`src/rtl/image_link_scheduler.sv`:
```
// image_link_scheduler: frame-level sequencer for the FPGA-to-Nano UART image link.
// Waits for a clean camera frame boundary, freezes the frame buffer while the
// image sender streams pixels, then holds the sender in reset for an inter-frame gap.
// Optional feature macro: SEND_TIMEOUT_EN adds a watchdog on the SENDING state.
module image_link_scheduler #(
    parameter int unsigned FRAME_GAP_CYCLES = 500_000,
    parameter int unsigned TIMEOUT_CYCLES   = 400_000_000,
    parameter int unsigned CNT_W            = 16
) (
    input  logic             clk,
    input  logic             rst,
    input  logic             send_req,
    input  logic             continuous,
    input  logic             abort,
    input  logic             vsync,
    input  logic             sender_done,
    output logic             sender_rst,
    output logic             fb_write_en,
    output logic             busy,
    output logic [CNT_W-1:0] frame_count,
    output logic             timeout_err
);

    typedef enum logic [1:0] {StIdle, StWaitVsync, StSending, StGap} state_e;

    state_e      state_q;
    state_e      state_d;
    logic        vsync_q;
    logic [31:0] gap_cnt;
    logic [1:0]  guard_cnt;
    logic        done_ok;
`ifdef SEND_TIMEOUT_EN
    logic [31:0] wd_cnt;
    logic        timeout_hit;
`endif

    // Next-state selection; abort overrides every other transition.
    always_comb begin
        state_d = state_q;
        done_ok = 1'b0;
`ifdef SEND_TIMEOUT_EN
        timeout_hit = 1'b0;
`endif
        if (abort) begin
            state_d = StIdle;
        end else begin
            case (state_q)
                StIdle: begin
                    if (send_req || continuous) state_d = StWaitVsync;
                end
                StWaitVsync: begin
                    // Only a fresh rising edge counts, not a level already high.
                    if (vsync && !vsync_q) state_d = StSending;
                end
                StSending: begin
                    // First two SENDING cycles ignore a stale done from the last frame.
                    if (sender_done && (guard_cnt == 2'd2)) begin
                        state_d = StGap;
                        done_ok = 1'b1;
                    end
`ifdef SEND_TIMEOUT_EN
                    else if (wd_cnt == TIMEOUT_CYCLES - 1) begin
                        state_d     = StGap;
                        timeout_hit = 1'b1;
                    end
`endif
                end
                StGap: begin
                    if (gap_cnt == '0) begin
                        state_d = (continuous || send_req) ? StWaitVsync : StIdle;
                    end
                end
                default: state_d = StIdle;
            endcase
        end
    end

    // State, registered Moore outputs and frame/gap/guard counters.
    always_ff @(posedge clk) begin
        if (rst) begin
            state_q     <= StIdle;
            vsync_q     <= 1'b0;
            sender_rst  <= 1'b1;
            fb_write_en <= 1'b1;
            busy        <= 1'b0;
            frame_count <= '0;
            gap_cnt     <= '0;
            guard_cnt   <= '0;
`ifdef SEND_TIMEOUT_EN
            wd_cnt      <= '0;
            timeout_err <= 1'b0;
`endif
        end else begin
            state_q     <= state_d;
            vsync_q     <= vsync;
            sender_rst  <= (state_d != StSending);
            fb_write_en <= (state_d != StSending);
            busy        <= (state_d != StIdle);

            if (done_ok) frame_count <= frame_count + 1'b1;

            if (abort) begin
                gap_cnt   <= '0;
                guard_cnt <= '0;
            end else begin
                if (state_q != StGap && state_d == StGap) begin
                    gap_cnt <= FRAME_GAP_CYCLES - 1;
                end else if (state_q == StGap && gap_cnt != '0) begin
                    gap_cnt <= gap_cnt - 1;
                end

                // Guard counter restarts at 0 on every SENDING entry.
                if (state_q != StSending) begin
                    guard_cnt <= '0;
                end else if (guard_cnt != 2'd2) begin
                    guard_cnt <= guard_cnt + 2'd1;
                end
            end

`ifdef SEND_TIMEOUT_EN
            if (abort || state_q != StSending) begin
                wd_cnt <= '0;
            end else begin
                wd_cnt <= wd_cnt + 32'd1;
            end
            if (timeout_hit) timeout_err <= 1'b1;
`endif
        end
    end

`ifndef SEND_TIMEOUT_EN
    assign timeout_err = 1'b0;
`endif

endmodule
```
`config.mk`:
```
export PLATFORM = sky130hd
export DESIGN_NAME = image_link_scheduler
export DESIGN_NICKNAME = d
export VERILOG_FILES = /design/src/rtl/image_link_scheduler.sv
export SDC_FILE = /design/constraint.sdc
export NUM_CORES = 1
export LEC_CHECK = 0
export BUFFER_PORTS_ARGS = -buffer_cell sky130_fd_sc_hd__buf_2
export CORE_AREA = 5 5 116 90
export DETAILED_ROUTE_END_ITERATION = 12
export DIE_AREA = 0 0 121 95
export PLACE_DENSITY = 0.54
export SLEW_MARGIN = 20
export SYNTH_ARGS = -nofsm -noshare
export SYNTH_HDL_FRONTEND = slang
export SYNTH_SLANG_ARGS = --single-unit
```
`constraint.sdc`:
```
create_clock -name clk -period 2.7 [get_ports clk]
set_clock_uncertainty 0.05 [all_clocks]
set_input_delay 0 -clock clk [delete_from_list [all_inputs] [get_ports clk]]
set_output_delay 0 -clock clk [all_outputs]
set_load 0.01 [all_outputs]
```
# Word level (Yosys, flattened, before mapping)
# Index checks and enable logic that the tools add are counted.
# totals
ff_bits,55
inputBits,7
output_inout_bits,20
# classes
addsub,3
n_eq_ne,9
n_mux,12
reduce_logical,14
# ops
cell,count
$mux 19,2
$logic_not 32->1,1
$reduce_bool 32->1,1
$sub 32x1->32 const B,1
$add 16x1->16 const B,1
$mux 2,5
$eq 2x2->1 const B,4
$ne 2x2->1 const B,4
$pmux 2 s4,1
$reduce_or 3->1,2
$logic_and 1x1->1,4
$mux 1,4
$reduce_bool 2->1,2
$add 2x1->2 const B,1
$eq 2x1->1 const B,1
$logic_not 2->1,1
$reduce_or 2->1,1
$logic_not 1->1,1
$logic_or 1x1->1,1

# Logic depth before layout (Yosys ltp)
# Gate-level depths: netlist (run 1).
# logic_depth
depth_word,8
ltp_mapped,9

# Worst setup path after synthesis (run 1)
# Ideal clock, no wire load.
# synth_path
path_type,register -> register
from,reg gap_cnt[18]
to,reg gap_cnt[9]
setup_time_ns,0.128
arrival_time_ns,2.171
path_slack_ns,0.351
stages_incl_launch_ff,9
n_path_buf,3
synth_period_minus_slack_ns,2.349
cell_sequence,dfxtp_1 -> or4_1 -> buf_2 -> or4_4 -> buf_6 -> buf_6 -> o211ai_1 -> xor2_1 -> nor2_1
# synth_via
elab_chain_len,7
word_cells_on_any_way,9
classes_between,eq/ne: 1; mux: 3; reduce/logical: 5
# synth_rtl
element,line_no,source
start: declaration,29,logic [31:0] gap_cnt;
start signal: assignment,107,gap_cnt <= FRAME_GAP_CYCLES - 1;
start signal: assignment,109,gap_cnt <= gap_cnt - 1;
$logic_not 32->1,69,if (gap_cnt == '0) begin
$mux 2,69,
$pmux 2 s4,47,case (state_q)
$mux 2,44,if (abort) begin
$eq 2x2->1,106,if (state_q != StGap && state_d == StGap) begin
$logic_and 1x1->1,106,
$reduce_or 3->1 (no source line),--,
# Several ways; a longest one is shown, not always the timed one.
# A chain may end at the register's enable or synchronous reset.

# Worst setup path in the final report (run 1)
# layout_path
from,reg gap_cnt[18]
to,reg state_q[1]
# layout_via
elab_chain_len,4
# layout_rtl
element,line_no,source
$logic_not 32->1,69,
$mux 2,69,
$pmux 2 s4,47,
$mux 2,44,
end signal: assignment,81,state_q <= StIdle;
end signal: assignment,94,state_q <= state_d;
end: declaration,26,state_e state_q;
# No other way between the ends.

==> impl_results.md, run 1 <==
- I/O pin total: 27
- FF-to-FF Start: gap_cnt[18]
- Tot Pwr: 1530 uW
- Reg2reg setup slack: 0.23 ns
- Leak Pwr: ~0.0011 uW
- HP Class: in2reg
- Sum Neg Setup Slack: 0 ns
- Largest net degree at the start of global routing: 26
- Req. time, crit path: 2.83 ns
- Hold Fails Final Rpt: 0
- Fraction of registers with async set/reset: 0%
- Ys Warns: 0
- Max FO, Critical Path: 19
- Syn_area_per_cell: 8.83 um2
- Tcrit/Tclk final: between 90% and 100%
- Pwr dens: between 400 and 500 nW/um2
- Distinct cells, synth: 47
- CP Launch Point: gap_cnt[18]
- Root Driver: clkbuf_16
- Clock latency on the worst-skew pair: 0.30 ns
- Relative slew slack: 61.1%
- Layout Nets: 337
- Worst r2r dst: state_q[1]
- Syn_nets: 314
- # setup viols final: 0
- Pre-Repair DR Iteration Count: 4
- Pins Over Slew Limit: 0
- Max IR drop VDD: between 200 and 250 uV
- Worst Path Arrival: 2.60 ns
- Vias/cell: ~4.8
- Layout cells sized above 1: 16.5%
- Buffers added on ports: 25
- Post-CTS resize count: 0
- RSZ-0062 raised after global routing: no
- Detailed Route WL: 5.68 mm
- Fmax: 404 MHz
- Initial core utilization: 28.6%
- Post-route minimum period: 2.47 ns
- Sequential cell area fraction in the yosys report: 41.2%
- Global Route Usage Sum: a little over a tenth
- CTS clk-pin slew, worst paths: 0.07 ns
- Die Wd: ~120 um
- Die Y-Extent: 95 um
- CTS tree: yes
- Iter 0 DRT Violations: 154
- CTS Buffer Depth: 2
- Vias in the first global route: just over 2000
- Max_cap viols: 0
- #FFs+latches synth: 55
- Routed via count: 2181
- Post-route DRC violation count: 0
- FILL cells: approximately 960
- Most frequent cells in the layout: 55 x dfxtp_1, 25 x nor2_1, 25 x buf_2
- GR Overflow Total: 0
- Layout Utilization: 33.1%
- Synth Flop Type: dfxtp_1
- Die area: 11500 um2
- Setup crit end: state_q[1]
- CP Launch Type: flop
- Initial antenna violation count: 0
- Cts bufs inserted: 5
- Layout area overhead: 15.8%
- Critical path type: reg2reg
- Num rows: 31
- Commonest non-fill, non-tap cell in the layout: dfxtp_1
- CP endpoint kind: flop
- Global placer's final weighted congestion: around 0.73
- H-tree levels: 2
- Reg2reg path depth: 5
- Total clock sinks: 55
- Antenna-violating nets left: 0
- First-pass GRT wire length: 9.92 mm
- Worst-Margin Slew: 0.579 ns
- Routed WL per cell: roughly 12 um
- Cells after Synth: 303
- Antenna diode count: 0
- Run status: finished clean
- Synthesized cell area: ~2700 um2
- Number of flops mapped to enable cells by yosys: 0
- Core area: around 9300 um2
- Post-detail-place hpwl: 4.00 mm
## report_power, final
group / switching [uW] / total (uW) / internal [uW]
registers: 2.84 / 816 / 814
clock network: 301 / 672 / 371
logic: 24.4 / 38.5 / 14.1
## cell families (layout without fill, tap and decap cells)
family	count (synthesis)	in the layout	share of synthesized area (%)
xor gates and xnor gates	24	24	7.86
buffers and inverters	23	47	4.16
other	1	1	0.140
muxes	1	1	0.374
adders and majority gates	4	4	1.87
AOI/OAI and AO/OA	64	64	16.1
DFF	55	55	41.2
and+or+nand+nor	131	131	28.3
## cells in the mapped netlist (2+ instances only)
cell       instances  area share (%)
nand4b_1           2            0.65
clkbuf_1           9             1.3
and3_1             6             1.4
o21a_1             3            0.84
inv_1              6            0.84
or4_1             17             4.8
nand2_1           18             2.5
o31a_1             3            0.98
nor3_2             2            0.75
buf_1              2            0.28
o211ai_1           3            0.84
nor3_1            10             1.9
o31ai_1            8             2.2
nor2b_1            7             1.6
a31oi_1            4            0.94
buf_2              2            0.37
dfxtp_1           55              41
o21ai_0           11             2.1
and2_1             2            0.47
buf_4              2            0.56
xor2_1            18             5.9
a21oi_1           23             4.3
ha_1               4             1.9
a21o_1             2            0.56
xnor2_1            6             2.0
nor4_1             6             1.4
nor2_1            25             3.5
nand4_1           13             3.0
or3_1              7             1.6
nand3_1            4            0.75
or2_2              5             1.2
buf_6              2            0.84
nand4bb_1          2            0.84
## flip-flops by register name, summed over array words and instances, names as in the netlist
name and cells:
frame_count 16, guard_cnt 2, vsync_q 1, state_q 2
busy 1, gap_cnt 32, fb_write_en 1
## what timing repair did
action | CTS | global route
hold buffers | 2 | 0
hold endpoints to repair | 3 | 0
buffers inserted | 0 | 0
setup endpoints to repair | 0 | 0
## through the flow
stage / area, um2 / worst slack (ns) / hold WS (ns) / cells
finish: 3100 / 0.225 / 0.0507 / 459
global route: 3100 / 0.0347 / 0.0624 / 459
CTS: 3100 / 0.243 / 0.0424 / 459
detailed placement: 2920 / 0.258 / 0.194 / 449
global placement: 2920 / 0.298 / 0.176 / 449
floorplan: 2680 / 0.351 / 0.0782 / 303
## layout make-up
| type | count | area [um2] | share of cell area (%) |
|---|---|---|---|
| Timing Repair Buffer | 33 | 190 | 6.14 |
| Clock buffer | 6 | 139 | 4.48 |
| Tap cell | 132 | 165 | 5.33 |
| Multi-Input combinational cell | 225 | 1460 | 47.2 |
| Inverter | 6 | 22.5 | 0.727 |
| Clock inverter | 2 | 16.3 | 0.525 |
| Sequential cell | 55 | 1100 | 35.6 |
## worst min path at each step
stage	start	to	depth (start not counted)
floorplan	vsync	vsync_q	1
global placement	vsync	vsync_q	2
detailed placement	vsync	vsync_q	2
CTS	continuous	fb_write_en	4
global route	continuous	fb_write_en	4
finish	continuous	fb_write_en	4
## layer usage
| layer | global-route usage (%) | share of wire [%] | wire length [um] | vias up |
|---|---|---|---|---|
| li1 | - | - | - | 1156 |
| met1 | 15.6 | 55 | 3150 | 991 |
| met5 | 0 | 0 | 0 | - |
| met4 | 3.40 | 1.1 | 65 | 0 |
| met3 | 3.65 | 4.2 | 238 | 4 |
| met2 | 14.9 | 39 | 2230 | 30 |
## critical path, stage by stage, from the launching register on
cell and delay, ns:
dfxtp_1 0.36, or4_1 0.58, or4_4 0.71, nor3_2 0.40
a21bo_2 0.20, a21oi_1 0.05
Note: power is estimated with default switching activity, not from simulation.
==> inputs of run 2 (changes only) <==
--- a/config.mk
+++ b/config.mk
@@ -7,6 +7,7 @@
 export LEC_CHECK = 0
 export BUFFER_PORTS_ARGS = -buffer_cell sky130_fd_sc_hd__buf_2
 export CORE_AREA = 5 5 116 90
+export CTS_BUF_LIST = sky130_fd_sc_hd__clkbuf_8
 export DETAILED_ROUTE_END_ITERATION = 12
 export DIE_AREA = 0 0 121 95
 export PLACE_DENSITY = 0.54
==> run 2 against run 1 <==
  * Hold slack worse by 0.031 ns
  * Die area stayed put
  * Clock power decreased by 26%
  * Critical path type unchanged
  * Clock-buffer cell count is the same
  * Total power shrank 11%
  * Maximum frequency fell by 0.47%
  * Cell area decreased by 1.8%
  * Wire length up 0.48%
  * First-iteration DRC count increased by 14%
  * Global-route usage shrank 0.14 points
==> impl_results.md, run 2 (same netlist as run 1, synthesis figures left out) <==
- CTS clk-pin slew, worst paths: 0.11 ns
- Layout Utilization: 32.5%
- GR Overflow Total: 0
- Detailed Route WL: 5.71 mm
- I/O pin total: 27
- Sum Neg Setup Slack: 0 ns
- Register bank with the most flops: gap_cnt
- Reg2reg path depth: 5
- Cts bufs inserted: 5
- Global Route Usage Sum: 10.6%
- H-tree levels: 2
- Initial core utilization: around 29%
- Design Area, Final: between 3000 and 4000 um2
- Iter 0 DRT Violations: 175
- Post-route DRC violation count: 0
- Top Registers: gap_cnt: 32 flops, frame_count: 16 flops
- Initial antenna violation count: 0
- Pins Over Slew Limit: 0
- HP Class: in2reg
- Fmax: 402 MHz
- Vias/cell: around 4.8
- CP endpoint kind: flop
- Post CTS Setup Buffer Count: 0
- Req. time, crit path: 2.86 ns
- Cell Chain, Critical Path: or4_1, or4_4, o21ai_1, nor4_1, o31a_1
- Global placer's final weighted congestion: 0.728
- Die Y-Extent: 95 um
- Reg area: about 1100 um2
- Pre-Repair DR Iteration Count: 4
- Worst path slowest cell: or4_4
- Max_cap viols: 0
- FF-to-FF Start: gap_cnt[18]
- Hold EP: fb_write_en
- First-pass GRT wire length: 9.91 mm
- Hold Fails Final Rpt: 0
- CP max stage delay: 0.71 ns
- Post-detail-place hpwl: 4.00 mm
- Critical path type: reg2reg
- Pwr dens: between 400 and 500 nW/um2
- Max FFs per register: 32
- Buffers added on ports: 25
- Area occupied by multi-input gates: 1460 um2
- Relative slew slack: 61.9%
- Reg2reg setup slack: 0.21 ns
- Leak Pwr: 0.00112 uW
- Vias in the first global route: 2017
- Routed via count: 2183
- Hold path cells: 4
- FILL cells: 965
- Layout area overhead: 13.7%
- Largest net degree at the start of global routing: 26
- # setup viols final: 0
- Worst Path Arrival: around 2.7 ns
- Post-route minimum period: 2.49 ns
- Layout Nets: approximately 340
- Root Driver: clkbuf_8
- Routed WL per cell: 12.4 um
- Max IR drop VDD: 185 uV
- Clock latency on the worst-skew pair: 0.32 ns
- Total clock sinks: 55
- Worst-Margin Slew: 0.567 ns
- CP Launch Type: flop
- Antenna-violating nets left: 0
- Antenna diode count: 0
- Die Wd: 121 um
- Layout cells sized above 1: 16.5%
- Die area: 11500 um2
- RSZ-0062 raised after global routing: no
- CTS Buffer Depth: 2
- Tcrit/Tclk final: 92.1%
- Hold path startpoint: continuous
- Tot Pwr: 1350 uW
- Most frequent cells in the layout: 55 x dfxtp_1, 25 x nor2_1, 25 x buf_2
- Cell Area, Placed: between 2000 and 3000 um2
- Run status: finished clean
- Worst r2r dst: gap_cnt[13]
- Commonest non-fill, non-tap cell in the layout: dfxtp_1
- Num rows: 31
- CTS tree: yes
- Post-CTS resize count: 0
- Core area: 9350 um2
- Max FO, Critical Path: 19
-- run 2: per-stage QoR --
step                std cells  hold slack, ns  setup slack, ns
global placement          449           0.176            0.298
detailed placement        449           0.194            0.258
finish                    459          0.0194            0.214
global route              459          0.0323           0.0268
floorplan                 303          0.0782            0.351
CTS                       459          0.0137            0.236
-- run 2: report_power, final --
| part | leakage (uW) | switching (uW) | total (uW) | internal [uW] |
|---|---|---|---|---|
| Combinational | 0.000631 | 24.5 | 38.7 | 14.1 |
| Clock | 0.0000474 | 289 | 499 | 210 |
| Sequential | 0.000444 | 2.79 | 817 | 814 |
-- run 2: final cells by class --
| class | count | share of cell area, % |
|---|---|---|
| Clock buffer | 6 | 2.72 |
| Clock inverter | 2 | 0.535 |
| Inverter | 6 | 0.741 |
| Multi-Input combinational cell | 225 | 48.1 |
| Sequential cell | 55 | 36.2 |
| Tap cell | 132 | 5.43 |
| Timing Repair Buffer | 33 | 6.26 |
-- run 2: worst max-delay path by stage --
stage                   to  cells past startpoint   startpoint  slack, ns
4_1_cts        gap_cnt[29]                      5   gap_cnt[2]       0.24
2_1_floorplan   gap_cnt[9]                      8  gap_cnt[18]       0.35
6_report       gap_cnt[13]                      5  gap_cnt[18]       0.21
3_5_place_dp   gap_cnt[29]                      5   gap_cnt[2]       0.26
5_1_grt        gap_cnt[29]                      5   gap_cnt[2]       0.03
3_3_place_gp    state_q[1]                      5  gap_cnt[18]       0.30
-- run 2: per-layer routing --
metal / GRT usage (%) / routed length, um / vias up
li1: - / - / 1153
met1: 15.7 / 3140 / 997
met2: 14.8 / 2240 / 28
met3: 2.57 / 246 / 5
met4: 3.96 / 77 / 0
met5: 0 / 0 / -
-- run 2: repair_timing --
item,in CTS,in global routing
hold buffers,2,0
setup endpoints to repair,0,0
endpoints found under the hold margin,4,0
-- run 2: critical path, delay by kind of cell (launching register included) --
kind	cells	cell delay [ns]
compound gates	2	0.57
flops	1	0.38
simple gates	3	1.38
==> inputs of run 3 (changes only) <==
--- a/config.mk
+++ b/config.mk
@@ -6,11 +6,13 @@
 export NUM_CORES = 1
 export LEC_CHECK = 0
 export BUFFER_PORTS_ARGS = -buffer_cell sky130_fd_sc_hd__buf_2
+export CELL_PAD_IN_SITES_DETAIL_PLACEMENT = 1
+export CELL_PAD_IN_SITES_GLOBAL_PLACEMENT = 2
 export CORE_AREA = 5 5 116 90
 export CTS_BUF_LIST = sky130_fd_sc_hd__clkbuf_8
 export DETAILED_ROUTE_END_ITERATION = 12
 export DIE_AREA = 0 0 121 95
-export PLACE_DENSITY = 0.54
+export PLACE_DENSITY = 0.75
 export SLEW_MARGIN = 20
 export SYNTH_ARGS = -nofsm -noshare
 export SYNTH_HDL_FRONTEND = slang
==> run 3 against run 2 <==
  * Clock-buffer cell count fell by 1
  * Sequential share of layout area barely moved
  * Die area is the same
  * Register-to-register slack better by 0.04 ns
  * Cell count increased by 0.44%
  * Setup slack better by 0.043 ns
  * Combinational power grew 3%
  * Wire length increased by 16%
  * Cell area about the same
  * Total power fell by 3.3%
  * Critical path type unchanged
  * Highest routed layer unchanged
==> impl_results.md, run 3 (same netlist as run 1, synthesis figures left out) <==
- Detailed Route WL: 6.63 mm
- Area occupied by multi-input gates: 1460 um2
- Sum Neg Setup Slack: 0 ns
- Post-detail-place hpwl: 4.92 mm
- Pins Over Slew Limit: 0
- Max FFs per register: 32
- I/O pin total: 27
- Initial antenna violation count: 0
- Vias in the first global route: 2262
- Max IR drop VDD: 209 uV
- Critical path type: reg2reg
- CTS clk-pin slew, worst paths: 0.10 ns
- CP endpoint kind: flop
- Iter 0 DRT Violations: 79
- Antenna diode count: 0
- Buffers added on ports: 25
- Worst-Margin Slew: 0.500 ns
- Fmax: between 400 and 500 MHz
- Global Route Usage Sum: 12.2%
- Min setup slack post-route: 0.256 ns
- Register bank with the most flops: gap_cnt
- Cell Area, Placed: 2940 um2
- Non-Filler Instances: 461
- Global placer's final weighted congestion: 0.736
- Worst Path Arrival: approximately 2.6 ns
- Commonest non-fill, non-tap cell in the layout: dfxtp_1
- Tcrit/Tclk final: 90.5%
- Antenna-violating nets left: 0
- GR Overflow Total: 0
- Top Registers: gap_cnt: 32 flops, frame_count: 16 flops
- Post-route DRC violation count: 0
- Run status: finished clean
- Most frequent cells in the layout: 55 x dfxtp_1, 25 x nor2_1, 25 x buf_2
- Relative slew slack: 66.3%
- Max_cap viols: 0
- Die Y-Extent: 95 um
- Layout area overhead: 13.7%
- Core area: 9350 um2
- Pwr dens: between 400 and 500 nW/um2
- Hold Fails Final Rpt: 0
- Post-route minimum period: approximately 2.4 ns
- Routed WL per cell: roughly 14 um
- Reg area: 1100 um2
- Total clock sinks: 55
- Place WS: 0.260 ns
- Routed via count: 2266
- Leak Pwr: 0.00113 uW
- Cts bufs inserted: 5
- # setup viols final: 0
- Layout Nets: 339
- Die area: 11500 um2
- Layout cells sized above 1: 16.7%
- FILL cells: 1102
- Vias/cell: 4.92
- Design Area, Final: 3040 um2
- First-pass GRT wire length: 11.4 mm
- Initial core utilization: 28.6%
- Largest net degree at the start of global routing: 26
- H-tree levels: 2
- HP Class: in2reg
- DP Cell Count: between 400 and 500
- RSZ-0062 raised after global routing: no
- Clock latency on the worst-skew pair: 0.32 ns
- CTS tree: yes
- Num rows: 31
- CTS Buffer Depth: 2
- Max FO, Critical Path: 7
- CP Launch Type: flop
- Req. time, crit path: 2.90 ns
- Pre-Repair DR Iteration Count: 4
- Root Driver: clkbuf_8
- Die Wd: 121 um
run 3: changes by cell type in the layout (fill, tap and decap cells not counted):
cell,change
buf_4,+2
clkbuf_8,-1
clkinv_2,+1
clkinv_4,-1
inv_1,+1
run 3: layout make-up:
cell class,instances,area share [%]
clock buffers,5,2.26
clock inverters,3,0.535
flip-flops and latches,55,36.2
multi-input cells,225,48.1
repair buffers,35,6.75
inverters,6,0.740
well taps,132,5.43
run 3: critical path, cell delays in order, from the launching register on:
cell and delay [ns]:
dfxtp_1 0.37, or4_1 0.70, nor3_4 0.40, nand4_1 0.27, or4_1 0.46, a21oi_1 0.14
run 3: timing repair:
item | CTS | global route
hold buffers | 2 | 0
hold endpoints to repair | 4 | 0
resized for setup | 0 | 0
setup buffers | 0 | 0
run 3: path summary, 6_finish.rpt:
check	from	slack, ns	end	cells past startpoint
setup reg to reg	gap_cnt[2]	0.26	gap_cnt[29]	5
setup / recovery	gap_cnt[2]	0.26	gap_cnt[29]	5
hold reg to reg	gap_cnt[30]	0.43	gap_cnt[30]	2
hold / removal	rst	0.04	frame_count[7]	2
run 3: through the flow:
| stage | hold WS [ns] | utilization (%) | power, uW |
|---|---|---|---|
| 5_1_grt | 0.0360 | 32.5 | 1390 |
| 6_report | 0.0354 | 32.5 | 1310 |
| 3_5_place_dp | 0.206 | 31.4 | 874 |
| 3_3_place_gp | 0.192 | 31.4 | 874 |
| 2_1_floorplan | 0.0782 | - | 860 |
| 4_1_cts | 0.0301 | 32.5 | 1340 |
run 3: metal layers:
layer | up-vias | GRT usage, % | routed length (um)
met2 | 16 | 19.3 | 2940
met3 | 7 | 2.51 | 127
li1 | 1151 | - | -
met4 | 0 | 3.11 | 63
met1 | 1092 | 16.9 | 3500
met5 | - | 0 | 0
run 3: report_power, final:
part	internal (uW)	leakage (uW)	switching (uW)
combinational	14.2	0.000640	25.4
sequential	814	0.000444	3.60
clock	178	0.0000453	275
